==> config.mk <==
export PLATFORM = sky130hd
export DESIGN_NAME = gcd_operand_sequencer_flat
export DESIGN_NICKNAME = d
export VERILOG_FILES = /design/src/rtl/gcd_pkg.sv /design/src/rtl/gcd_operand_sequencer_if.sv /design/src/rtl/gcd_timeout_counter.sv /design/src/rtl/gcd_operand_sequencer.sv /design/src/flat_wrapper.sv
export SDC_FILE = /design/constraint.sdc
export NUM_CORES = 1
export LEC_CHECK = 0
export BUFFER_PORTS_ARGS = -buffer_cell sky130_fd_sc_hd__buf_4
export CORE_ASPECT_RATIO = 0.6
export CORE_MARGIN = 4
export CORE_UTILIZATION = 45
export CTS_CLUSTER_SIZE = 20
export DETAILED_ROUTE_END_ITERATION = 8
export PLACE_DENSITY_LB_ADDON = 0.25
export REMOVE_ABC_BUFFERS = 1
export SLEW_MARGIN = 0
export SYNTH_ARGS = -nofsm -noshare
export SYNTH_HDL_FRONTEND = slang
export SYNTH_SLANG_ARGS = --single-unit
==> constraint.sdc <==
create_clock -name clk -period 2.6 [get_ports clk]
set_input_delay 0.52 -clock clk [delete_from_list [all_inputs] [get_ports clk]]
set_output_delay 0.52 -clock clk [all_outputs]
set_load 0.005 [all_outputs]
==> src/rtl/gcd_pkg.sv <==
// Shared types and defaults for the GCD engine host-side sequencer.
package gcd_pkg;

    localparam int GCD_WIDTH   = 16;
    localparam int GCD_TIMEOUT = 1024;

    typedef enum logic [2:0] {
        S_IDLE,
        S_START,
        S_LOAD_A,
        S_LOAD_B,
        S_WAIT_DONE,
        S_RESP
    } gcd_state_e;

endpackage

==> src/rtl/gcd_operand_sequencer_if.sv <==
// Request, engine and response signals of the GCD operand sequencer.
interface gcd_operand_sequencer_if
    import gcd_pkg::*;
#(
    parameter int WIDTH = GCD_WIDTH
) ();

    logic             req_valid;
    logic             req_ready;
    logic [WIDTH-1:0] req_a;
    logic [WIDTH-1:0] req_b;
    logic             gcd_start;
    logic [WIDTH-1:0] gcd_data;
    logic             gcd_done;
    logic [WIDTH-1:0] gcd_result;
    logic             rsp_valid;
    logic             rsp_ready;
    logic [WIDTH-1:0] rsp_result;
    logic             rsp_err;

    // master = the sequencer itself
    modport master (
        input  req_valid, req_a, req_b,
        input  gcd_done, gcd_result,
        input  rsp_ready,
        output req_ready,
        output gcd_start, gcd_data,
        output rsp_valid, rsp_result, rsp_err
    );

    modport slave (
        output req_valid, req_a, req_b,
        output gcd_done, gcd_result,
        output rsp_ready,
        input  req_ready,
        input  gcd_start, gcd_data,
        input  rsp_valid, rsp_result, rsp_err
    );

endinterface

==> src/rtl/gcd_timeout_counter.sv <==
// Saturating cycle counter that flags expiry at TIMEOUT-1.
module gcd_timeout_counter
    import gcd_pkg::*;
#(
    parameter  int TIMEOUT = GCD_TIMEOUT,
    localparam int CW      = $clog2(TIMEOUT + 1)
) (
    input  logic clk_i,
    input  logic rst_ni,
    input  logic clear_i,
    input  logic enable_i,
    output logic expired_o
);

    localparam logic [CW-1:0] LAST = CW'(TIMEOUT - 1);

    logic [CW-1:0] cnt_q, cnt_d;

    always_comb begin
        cnt_d = cnt_q;
        if (clear_i) begin
            cnt_d = '0;
        end else if (enable_i && cnt_q != LAST) begin
            cnt_d = cnt_q + 1'b1;
        end
    end

    always_ff @(posedge clk_i or negedge rst_ni) begin
        if (!rst_ni) begin
            cnt_q <= '0;
        end else begin
            cnt_q <= cnt_d;
        end
    end

    assign expired_o = (cnt_q == LAST);

endmodule

==> src/rtl/gcd_operand_sequencer.sv <==
// Host-side initiator: accepts an operand pair, drives the GCD engine,
// and returns its result (or an error on zero operands / engine hang).
module gcd_operand_sequencer
    import gcd_pkg::*;
#(
    parameter int WIDTH   = GCD_WIDTH,
    parameter int TIMEOUT = GCD_TIMEOUT
) (
    input logic                     clk,
    input logic                     rst_n,
    gcd_operand_sequencer_if.master bus
);

    gcd_state_e       state_q;
    logic [WIDTH-1:0] a_q;
    logic [WIDTH-1:0] b_q;
    logic [WIDTH-1:0] data_q;
    logic [WIDTH-1:0] result_q;
    logic             req_ready_q;
    logic             start_q;
    logic             rsp_valid_q;
    logic             err_q;
    logic             expired;

    gcd_timeout_counter #(
        .TIMEOUT(TIMEOUT)
    ) u_tmo (
        .clk_i    (clk),
        .rst_ni   (rst_n),
        .clear_i  (state_q == S_LOAD_B),
        .enable_i (state_q == S_WAIT_DONE),
        .expired_o(expired)
    );

    always_ff @(posedge clk or negedge rst_n) begin
        if (!rst_n) begin
            state_q     <= S_IDLE;
            a_q         <= '0;
            b_q         <= '0;
            data_q      <= '0;
            result_q    <= '0;
            req_ready_q <= 1'b1;
            start_q     <= 1'b0;
            rsp_valid_q <= 1'b0;
            err_q       <= 1'b0;
        end else begin
            unique case (state_q)
                S_IDLE: begin
                    if (bus.req_valid && req_ready_q) begin
                        a_q         <= bus.req_a;
                        b_q         <= bus.req_b;
                        req_ready_q <= 1'b0;
                        // A zero operand never reaches the engine; OR yields the other one
                        if (bus.req_a == '0 || bus.req_b == '0) begin
                            state_q     <= S_RESP;
                            rsp_valid_q <= 1'b1;
                            result_q    <= bus.req_a | bus.req_b;
                            err_q       <= (bus.req_a == '0) && (bus.req_b == '0);
                        end else begin
                            state_q <= S_START;
                            start_q <= 1'b1;
                            data_q  <= '0;
                        end
                    end
                end
                S_START: begin
                    state_q <= S_LOAD_A;
                    data_q  <= a_q;
                end
                S_LOAD_A: begin
                    state_q <= S_LOAD_B;
                    start_q <= 1'b0;
                    data_q  <= b_q;
                end
                S_LOAD_B: begin
                    state_q <= S_WAIT_DONE;
                end
                S_WAIT_DONE: begin
                    if (bus.gcd_done) begin
                        state_q     <= S_RESP;
                        rsp_valid_q <= 1'b1;
                        result_q    <= bus.gcd_result;
                        err_q       <= 1'b0;
                    end else if (expired) begin
                        state_q     <= S_RESP;
                        rsp_valid_q <= 1'b1;
                        result_q    <= '0;
                        err_q       <= 1'b1;
                    end
                end
                S_RESP: begin
                    if (bus.rsp_ready) begin
                        state_q     <= S_IDLE;
                        rsp_valid_q <= 1'b0;
                        req_ready_q <= 1'b1;
                    end
                end
                default: begin
                    state_q <= S_IDLE;
                end
            endcase
        end
    end

    assign bus.req_ready  = req_ready_q;
    assign bus.gcd_start  = start_q;
    assign bus.gcd_data   = data_q;
    assign bus.rsp_valid  = rsp_valid_q;
    assign bus.rsp_result = result_q;
    assign bus.rsp_err    = err_q;

endmodule

==> src/flat_wrapper.sv <==
// flat-port wrapper written by rule: the top's interface ports become plain ports
module gcd_operand_sequencer_flat import gcd_pkg::*;
#(
    parameter int WIDTH   = GCD_WIDTH,
    parameter int TIMEOUT = GCD_TIMEOUT
)
  (clk, rst_n, bus_req_valid, bus_req_a, bus_req_b, bus_gcd_done, bus_gcd_result, bus_rsp_ready, bus_req_ready, bus_gcd_start, bus_gcd_data, bus_rsp_valid, bus_rsp_result, bus_rsp_err);
  gcd_operand_sequencer_if #(.WIDTH(WIDTH)) bus_i ();
  input logic clk;
  input logic rst_n;
  input wire logic [$bits(bus_i.req_valid)-1:0] bus_req_valid;
  input wire logic [$bits(bus_i.req_a)-1:0] bus_req_a;
  input wire logic [$bits(bus_i.req_b)-1:0] bus_req_b;
  input wire logic [$bits(bus_i.gcd_done)-1:0] bus_gcd_done;
  input wire logic [$bits(bus_i.gcd_result)-1:0] bus_gcd_result;
  input wire logic [$bits(bus_i.rsp_ready)-1:0] bus_rsp_ready;
  output wire logic [$bits(bus_i.req_ready)-1:0] bus_req_ready;
  output wire logic [$bits(bus_i.gcd_start)-1:0] bus_gcd_start;
  output wire logic [$bits(bus_i.gcd_data)-1:0] bus_gcd_data;
  output wire logic [$bits(bus_i.rsp_valid)-1:0] bus_rsp_valid;
  output wire logic [$bits(bus_i.rsp_result)-1:0] bus_rsp_result;
  output wire logic [$bits(bus_i.rsp_err)-1:0] bus_rsp_err;
  assign bus_i.req_valid = bus_req_valid;
  assign bus_i.req_a = bus_req_a;
  assign bus_i.req_b = bus_req_b;
  assign bus_i.gcd_done = bus_gcd_done;
  assign bus_i.gcd_result = bus_gcd_result;
  assign bus_i.rsp_ready = bus_rsp_ready;
  assign bus_req_ready = bus_i.req_ready;
  assign bus_gcd_start = bus_i.gcd_start;
  assign bus_gcd_data = bus_i.gcd_data;
  assign bus_rsp_valid = bus_i.rsp_valid;
  assign bus_rsp_result = bus_i.rsp_result;
  assign bus_rsp_err = bus_i.rsp_err;
  gcd_operand_sequencer #(.WIDTH(WIDTH), .TIMEOUT(TIMEOUT)) u_core (.clk(clk), .rst_n(rst_n), .bus(bus_i));
endmodule
==> results of run 1 <==
==> sequential cells by signal, summed over array words and instances (netlist names) <==
register	cells
u_core.a_q	16
u_core.b_q	16
u_core.bus.gcd_data	16
u_core.bus.rsp_result	16
u_core.u_tmo.cnt_q	11
u_core.state_q	3
u_core.bus.gcd_start	1
u_core.bus.req_ready	1
u_core.bus.rsp_err	1
u_core.bus.rsp_valid	1
==> logic make-up after synthesis <==
group,share of synthesized area
AOI/OAI and AO/OA,0.136
xor gates and xnor gates,0.0179
adders and majority gates,0.00319
buffers and inverters,0.0265
DFF,0.523
muxes,0.154
and+or+nand+nor,0.139
==> cell usage in the layout, fill, tap and decap left out, types with 3 or more instances in the layout <==
master,n
mux2_2,40
buf_4,98
nor3_1,4
dfrtp_1,81
clkbuf_16,9
a221o_1,16
o21ai_0,3
nor2_1,33
nand2_1,12
nor4_1,13
a22oi_1,16
xnor2_1,8
or2_2,3
and4_1,3
nand3_1,6
nand4_1,3
mux2_4,9
nor2b_1,17
a21oi_1,37
==> area by class of cell <==
| type | count | area [um2] |
|---|---|---|
| multi-input cells | 239 | 1780 |
| well taps | 112 | 140 |
| clock inverters | 5 | 77.6 |
| inverters | 2 | 7.51 |
| flip-flops and latches | 82 | 2050 |
| fillers | 710 | 3420 |
| repair buffers | 100 | 776 |
| clock buffers | 11 | 243 |
==> critical path, stage by stage <==
cell    delay (ps)
buf_4          120
nor4_1         560
and4_1         350
nor3_1         110
nor2_4         150
buf_12         180
mux2_2         350
==> power by group <==
part           total (uW)  switching [uW]  internal, uW
clock                1360             499           864
sequential           2130             392          1740
combinational        1890             834          1060
total                5390            1730          3660
==> layer usage <==
layer / routed length (um) / vias up / share of wire / track usage
met5: 0 / - / 0 / 0
met1: 5240 / 1529 / 0.48 / 0.337
li1: - / 1452 / - / -
met4: 117 / 0 / 0.011 / 0.0618
met3: 1180 / 14 / 0.11 / 0.0870
met2: 4290 / 130 / 0.40 / 0.280
==> per-stage QoR <==
stage / instances / setup TNS (ps) / util / hold slack (ps)
6_report: 551 / 0 / 0.598 / 157
5_1_grt: 551 / 0 / 0.598 / 199
4_1_cts: 551 / 0 / 0.598 / 170
3_5_place_dp: 535 / 0 / 0.560 / 492
3_3_place_gp: 535 / 0 / 0.560 / 485
2_1_floorplan: 323 / -37550 / - / 224
==> worst paths after layout <==
check / from / to / slack [ps] / cells past startpoint
max: bus_req_b[9] / u_core.bus.rsp_result[1]$_DFFE_PN0P_ / 470 / 7
min: rst_n / u_core.bus.gcd_data[10]$_DFFE_PN0P_ / 160 / 1
max reg2reg: u_core.state_q[0]$_DFFE_PN0P_ / u_core.bus.gcd_data[12]$_DFFE_PN0P_ / 490 / 2
min reg2reg: u_core.a_q[15]$_DFFE_PN0P_ / u_core.bus.gcd_data[15]$_DFFE_PN0P_ / 500 / 1
max in group asynchronous: rst_n / u_core.b_q[8]$_DFFE_PN0P_ / 1830 / 2
min in group clk: bus_req_b[14] / u_core.b_q[14]$_DFFE_PN0P_ / 430 / 2
==> results.md, run 1 <==
- Power Total: 5390 uW
- Crit path arrival time: 2350 ps
- GRT overflow: 0
- Post_cts resized: 0
- Initial Util: 0.462
- First-pass GRT wire length: 17,000 um
- HP Class: in2async
- # port buffers: 88
- CP Max Fanout: 18
- Final Critical Period: 2130 ps
- RSZ-0062 raised after global routing: no
- Final GP Congestion: 0.900
- Final setup fails: 0
- Top area cells in the synthesized netlist: dfrtp_1 52%, mux2_2 11%, a21oi_1 4.7%
- Cells after synthesis: 343
- Leakage: 0.00231 uW
- Die footprint: 10,300 um2
- Initial DRC count: 183
- Most frequent cell after synthesis: dfrtp_1
- Mapped Area: 3920 um2
- Largest net degree at the start of global routing: 45
- DRT Pass-1 Iters: 5
- CP Class: in2reg
- Avg Vias per Cell: 5.67
- Yosys Warn Count: 0
- Status: completed
- EDFF count, synth: 0
- H-tree Lvls: 3
- Pwr/cell area: 1060 nW/um2
- Row cnt: 26
- Core Box Area: 8490 um2
- Number of diodes: 0
- Share of layout cells above drive strength 1: 0.396
- Total GRT Usage: 0.220
- Die width: 129 um
- Post-DP HPWL: 7850 um
- Root buf cell: clkbuf_16
- Routed Wire Length: 10,800 um
- Fin nets: 488
- Final Hold Viols: 0
- Fin area: 5070 um2
- Library cells used by synthesis: 35
- #FFs+latches synth: 82
- Drt wl/cell: 19.6 um
- Max-slew violations: 0
- Post-synth top area share: 0.517
- Setup Buffers After CTS: 0
- Post-synthesis sequential area ratio: 0.523
- Final WS setup: 471 ps
- Max_cap viols: 0
- Cts bufs inserted: 9
- VDD IR-drop max: 0.485 mV
- Area leader, netlist: dfrtp_1
- Worst relative slew slack: 0.215
- Max Clk Rate: 0.470 GHz
- Final worst path period share: 0.819
- Slew @ Worst Pin: 1170 ps
- Most frequent cells after synthesis: 81 x dfrtp_1, 40 x mux2_2, 37 x a21oi_1
- Placed Area: 4750 um2
- Initial antenna violation count: 0
- Die height: 80.3 um
- Max Buffers Root-to-Sink: 2
- DRT antenna net count: 0
- Boundary pin count: 89
- P&R area growth vs syn: 29.3%
- Clk slew on worst S/H paths: 60 ps
- Via count: 3,125
- DRC viols: 0
- Startpoint Class: input port
- Synth Flop Type: dfrtp_1
- Vias in the first global route: 3,018
- Worst clock skew: 5.42 ps
- Worst-Skew Late Latency: 340 ps
- Place WS: 170 ps
- Endpoint class of the critical path: flip-flop
- Post-CTS Hold Fix Bufs: 0
- CTS tree: yes
- Async set or reset register ratio after synthesis: 1.00
- Average size of a mapped cell: 11.4 um2
- Data required, critical path: 2820 ps
- Clock sink count: 82
Note: power is estimated with default switching activity, not from simulation.
==> inputs of run 2 (changes only) <==
--- a/config.mk
+++ b/config.mk
@@ -5,6 +5,7 @@
 export SDC_FILE = /design/constraint.sdc
 export NUM_CORES = 1
 export LEC_CHECK = 0
+export ABC_AREA = 1
 export BUFFER_PORTS_ARGS = -buffer_cell sky130_fd_sc_hd__buf_4
 export CORE_ASPECT_RATIO = 0.6
 export CORE_MARGIN = 4
==> constraint.sdc (replaced) <==
create_clock -name clk -period 1.9 [get_ports clk]
set_input_delay 0.38 -clock clk [delete_from_list [all_inputs] [get_ports clk]]
set_output_delay 0.38 -clock clk [all_outputs]
set_load 0.005 [all_outputs]
==> results.md, run 2 <==
- Status: completed
- Setup Buffers After CTS: 0
- First-pass GRT wire length: 18,300 um
- Initial DRC count: 243
- HP Class: in2reg
- EDFF count, synth: 0
- Core Box Area: 8560 um2
- Drt wl/cell: 15.2 um
- DRT Pass-1 Iters: 4
- Simple-Gate Fraction of Synth Area: 0.292
- Row cnt: 26
- Startpoint Class: flip-flop
- Average size of a mapped cell: 7.71 um2
- Post-synth top area share: 0.509
- GRT overflow: 0
- Worst setup path endpoint: u_core.bus.rsp_result[0]$_DFFE_PN0P_
- Clock sink count: 82
- Slew @ Worst Pin: 504 ps
- Boundary pin count: 89
- Most frequent cell after synthesis: nand2_1
- #FFs+latches synth: 82
- Avg Vias per Cell: 5.13
- Die width: 129 um
- Final worst path period share: 0.924
- Via count: 3,755
- Max-slew violations: 0
- Top area cells in the synthesized netlist: dfrtp_1 51%, nand2_1 19%, o21ai_0 8.9%
- Final GP Congestion: 0.900
- Reg2reg end: u_core.bus.rsp_result[0]$_DFFE_PN0P_
- Hold slack: 269 ps
- Leading cell type in the layout, fill and taps excluded: nand2_1
- Die footprint: 10,500 um2
- Area leader, netlist: dfrtp_1
- Multiplexer share of the synthesized area: 0
- Max_cap viols: 0
- Pwr/cell area: 1470 nW/um2
- Routed Wire Length: 11,100 um
- DRT antenna net count: 0
- VDD IR-drop max: 0.584 mV
- Mapped Area: 3990 um2
- CP startpoint: u_core.u_tmo.cnt_q[1]$_DFFE_PN0P_
- Final Hold Viols: 0
- Cells after synthesis: 517
- Reg2reg path depth: 8
- Worst relative slew slack: 0.662
- Worst-Skew Late Latency: 330 ps
- Number of diodes: 0
- Post-synthesis sequential area ratio: 0.515
- CTS tree: yes
- Total GRT Usage: 0.226
- Xor/xnor share of the synthesized area: 0.00879
- Power Total: 7620 uW
- Leakage: 0.00267 uW
- Initial antenna violation count: 0
- Compound-cell area share of the yosys netlist: 0.110
- Fraction of the mapped netlist area in adder cells: 0.00314
- Util after Layout: 0.606
- Max Clk Rate: 0.570 GHz
- Endpoint class of the critical path: flip-flop
- Final Critical Period: 1760 ps
- Reg2reg start: u_core.u_tmo.cnt_q[1]$_DFFE_PN0P_
- Initial Util: 0.466
- DRC viols: 0
- Async set or reset register ratio after synthesis: 1.00
- H-tree Lvls: 3
- RSZ-0062 raised after global routing: no
- Root buf cell: clkbuf_16
- Main combinational cell family by area after synthesis: simple AND/OR/NAND/NOR gates
- Cts bufs inserted: 9
- Worst clock skew: 5.03 ps
- CP Max Fanout: 11
- Most frequent cells after synthesis: 199 x nand2_1, 81 x dfrtp_1, 71 x o21ai_0
- CP Class: reg2reg
- Final setup fails: 0
- Library cells used by synthesis: 32
- Clk slew on worst S/H paths: 60 ps
- Largest net degree at the start of global routing: 40
- Most frequent cells in the layout: 199 x nand2_1, 101 x buf_4, 81 x dfrtp_1
- Data required, critical path: 2170 ps
- # port buffers: 88
- Share of layout cells above drive strength 1: 0.218
- Place WS: 136 ps
- Post-DP HPWL: 8110 um
- Max Buffers Root-to-Sink: 2
- Fin nets: 669
- Die height: 80.9 um
- Yosys Warn Count: 0
- Vias in the first global route: 3,697
- Crit path arrival time: 2020 ps
- P&R area growth vs syn: 30.1%
- Worst R2R Setup Slack: 140 ps
- Final WS setup: 144 ps
- Synth Flop Type: dfrtp_1
## run 2: worst min-delay path by stage
stage / slack [ps] / start / end / cells after the start
after detailed placement: 320 / rst_n / u_core.bus.gcd_data[3]$_DFFE_PN0P_ / 1
after global placement: 310 / rst_n / u_core.bus.gcd_data[3]$_DFFE_PN0P_ / 1
after floorplan: 80 / rst_n / u_core.a_q[0]$_DFFE_PN0P_ / 0
after global routing: 270 / bus_req_b[15] / u_core.b_q[15]$_DFFE_PN0P_ / 3
final: 270 / bus_req_b[15] / u_core.b_q[15]$_DFFE_PN0P_ / 3
after CTS: 260 / bus_req_b[15] / u_core.b_q[15]$_DFFE_PN0P_ / 3
## run 2: where the power goes
part	internal, uW	leakage, uW	total [uW]	switching [uW]
logic	1240	0.00147	2890	1660
registers	2470	0.00104	2910	438
clock network	1160	0.000156	1820	656
## run 2: cell type report
| cell class | count | area [um2] |
|---|---|---|
| clock inverter | 1 | 30.0 |
| timing repair buffer | 104 | 808 |
| fill | 768 | 3370 |
| sequential | 82 | 2050 |
| inverter | 50 | 188 |
| tap | 112 | 140 |
| clock buffer | 15 | 288 |
| multi-input combinational | 368 | 1680 |
## run 2: timing repair
item                                    in CTS  in global routing
gates resized for setup                      0                  3
endpoints found under the setup margin       0                 11
endpoints found under the hold margin       25                  0
hold buffers                                 1                  0
## run 2: logic make-up after synthesis
| group | Yosys count |
|---|---|
| AOI/OAI and AO/OA | 82 |
| xor gates and xnor gates | 4 |
| adders and majority gates | 1 |
| buffers and inverters | 68 |
| DFF | 82 |
| and+or+nand+nor | 280 |
## run 2: critical path: stages, from the launching register on
cell     delay [ps]
dfrtp_1         390
ha_1            190
inv_1            90
nor2_4          180
nand3_4         120
a21oi_4         260
buf_4           260
nand3_1         110
nand2_1          90
## run 2: through the flow
stage / cells / TNS [ps] / instance area (um2)
finish: 732 / 0 / 5180
global placement: 714 / 0 / 4830
detailed placement: 714 / 0 / 4830
global route: 732 / 0 / 5180
CTS: 731 / 0 / 5160
floorplan: 499 / -25190 / 3890
## run 2: routing by layer
metal,vias up,GRT usage,routed length (um)
li1,1833,-,-
met1,1732,0.332,5470
met2,173,0.323,4520
met3,17,0.0611,958
met4,0,0.0778,144
met5,-,0,0
==> inputs of run 3 (changes only) <==
==> constraint.sdc (replaced) <==
create_clock -name clk -period 1.6 [get_ports clk]
set_input_delay 0.32 -clock clk [delete_from_list [all_inputs] [get_ports clk]]
set_output_delay 0.32 -clock clk [all_outputs]
set_load 0.005 [all_outputs]
==> results.md, run 3 (synthesis results as in run 2) <==
- Top delay family on crit path: simple AND/OR/NAND/NOR gates
- Max Buffers Root-to-Sink: 2
- Post-DP HPWL: 8330 um
- Final Critical Period: 1590 ps
- Leakage: 0.00275 uW
- Die height: 80.9 um
- Final setup fails: 0
- HP Class: in2reg
- Largest net degree at the start of global routing: 47
- Data required, critical path: 1820 ps
- Final worst path period share: 0.993
- Vias in the first global route: 3,830
- # port buffers: 88
- Initial Util: 0.466
- Drt wl/cell: 15.9 um
- Placed Area: 4900 um2
- Cts bufs inserted: 9
- M3 GR Usage: 0.0552
- CP max stage delay: 350 ps
- Share of layout cells above drive strength 1: 0.259
- Routed Wire Length: 11,900 um
- Clk slew on worst S/H paths: 60 ps
- H-tree Lvls: 3
- Crit path max-delay cell type: dfrtp_1
- Row cnt: 26
- M2 GR Usage: 0.336
- Status: completed
- Final Hold Viols: 0
- Root buf cell: clkbuf_16
- Max_cap viols: 0
- Worst relative slew slack: 0.763
- Final GP Congestion: 0.877
- Fin area: 5370 um2
- GRT overflow: 0
- RSZ-0062 raised after global routing: yes
- Clock sink count: 82
- Core Box Area: 8560 um2
- Number of diodes: 0
- Slew @ Worst Pin: 354 ps
- Fin nets: 689
- WP buf/inv: 2
- DRC viols: 0
- Final setup TNS: 0 ps
- Worst-Skew Late Latency: 340 ps
- Layout fillers: 756
- CP Class: reg2reg
- Leading cell type in the layout, fill and taps excluded: nand2_1
- Most frequent cells in the layout: 191 x nand2_1, 116 x buf_4, 81 x dfrtp_1
- Grt met1 use: 0.365
- Startpoint Class: flip-flop
- First-pass GRT wire length: 19,200 um
- CP Max Fanout: 5
- Initial antenna violation count: 0
- Max Clk Rate: 0.629 GHz
- CTS tree: yes
- Pwr/cell area: 1720 nW/um2
- Die width: 129 um
- Sequential Area: 2050 um2
- DRT antenna net count: 0
- Total GRT Usage: 0.239
- Endpoint class of the critical path: flip-flop
- Multi-input gate area: 1760 um2
- Die footprint: 10,500 um2
- Most used routing layer: met1
- Initial DRC count: 374
- Worst-path cell chain: ha_2, inv_2, nor2_4, nand3_4, a21oi_4, buf_12, nand3_4, nand2_1, nand2_1
- Crit path arrival time: 1810 ps
- Avg Vias per Cell: 5.23
- Max-slew violations: 0
- P&R area growth vs syn: 34.9%
- Util after Layout: 0.628
- Worst clock skew: 8.06 ps
- VDD IR-drop max: 0.689 mV
- DRT Pass-1 Iters: 5
- Via count: 3,934
- Boundary pin count: 89
run 3: changes by cell type in the layout (fill, tap and decap cells not counted), sizes merged:
cell and change:
buf +18, bufinv -1, clkbuf -1, clkinv +2, nand3 +2
run 3: stage by stage:
stage	std cells	hold slack, ps	power, uW	setup WS [ps]
2_1_floorplan	499	24.4	5070	-1240
3_5_place_dp	722	223	6990	-124
5_1_grt	752	210	9890	-64.0
6_report	752	209	9230	10.7
3_3_place_gp	722	220	6870	-73.0
4_1_cts	746	196	9090	10.1
run 3: worst paths after layout:
kind	start	endpoint	slack, ps	cells after the start
max	u_core.u_tmo.cnt_q[1]$_DFFE_PN0P_	u_core.bus.rsp_result[12]$_DFFE_PN0P_	10	9
min	bus_req_a[3]	u_core.a_q[3]$_DFFE_PN0P_	210	3
max reg2reg	u_core.u_tmo.cnt_q[1]$_DFFE_PN0P_	u_core.bus.rsp_result[12]$_DFFE_PN0P_	10	9
min reg2reg	u_core.b_q[1]$_DFFE_PN0P_	u_core.b_q[1]$_DFFE_PN0P_	470	2
max in group asynchronous	rst_n	u_core.bus.req_ready$_DFFE_PN1P_	600	3
min in group asynchronous	rst_n	u_core.bus.gcd_data[3]$_DFFE_PN0P_	410	2
run 3: cell type report:
| cell class | instances | share of cell area |
|---|---|---|
| sequential | 82 | 0.382 |
| multi-input combinational | 370 | 0.327 |
| timing repair buffer | 122 | 0.183 |
| clock buffer | 14 | 0.0454 |
| inverter | 50 | 0.0354 |
| tap | 112 | 0.0261 |
| clock inverter | 2 | 0.00186 |
run 3: tightest hold or removal path: stages:
cell	delay, ps
buf_4	90
nand2_1	40
o21ai_0	50
run 3: repair_timing:
item,CTS,global route
endpoints found under the hold margin,18,0
endpoints found under the setup margin,28,30
setup buffers,4,6
gates resized for setup,5,20
pin swaps,1,5
hold buffers,1,0
gates cloned,3,0
run 3: metal layers:
layer  vias up  part of all wire
met5         -                 0
met4         0             0.016
met3        24              0.11
met2       220              0.41
met1      1812              0.46
li1       1878                 -
run 3: power by group:
group / switching, uW / internal [uW] / leakage, uW
clock: 754 / 1050 / 0.000125
sequential: 501 / 2940 / 0.00104
combinational: 2190 / 1800 / 0.00158
total: 3450 / 5780 / 0.00275
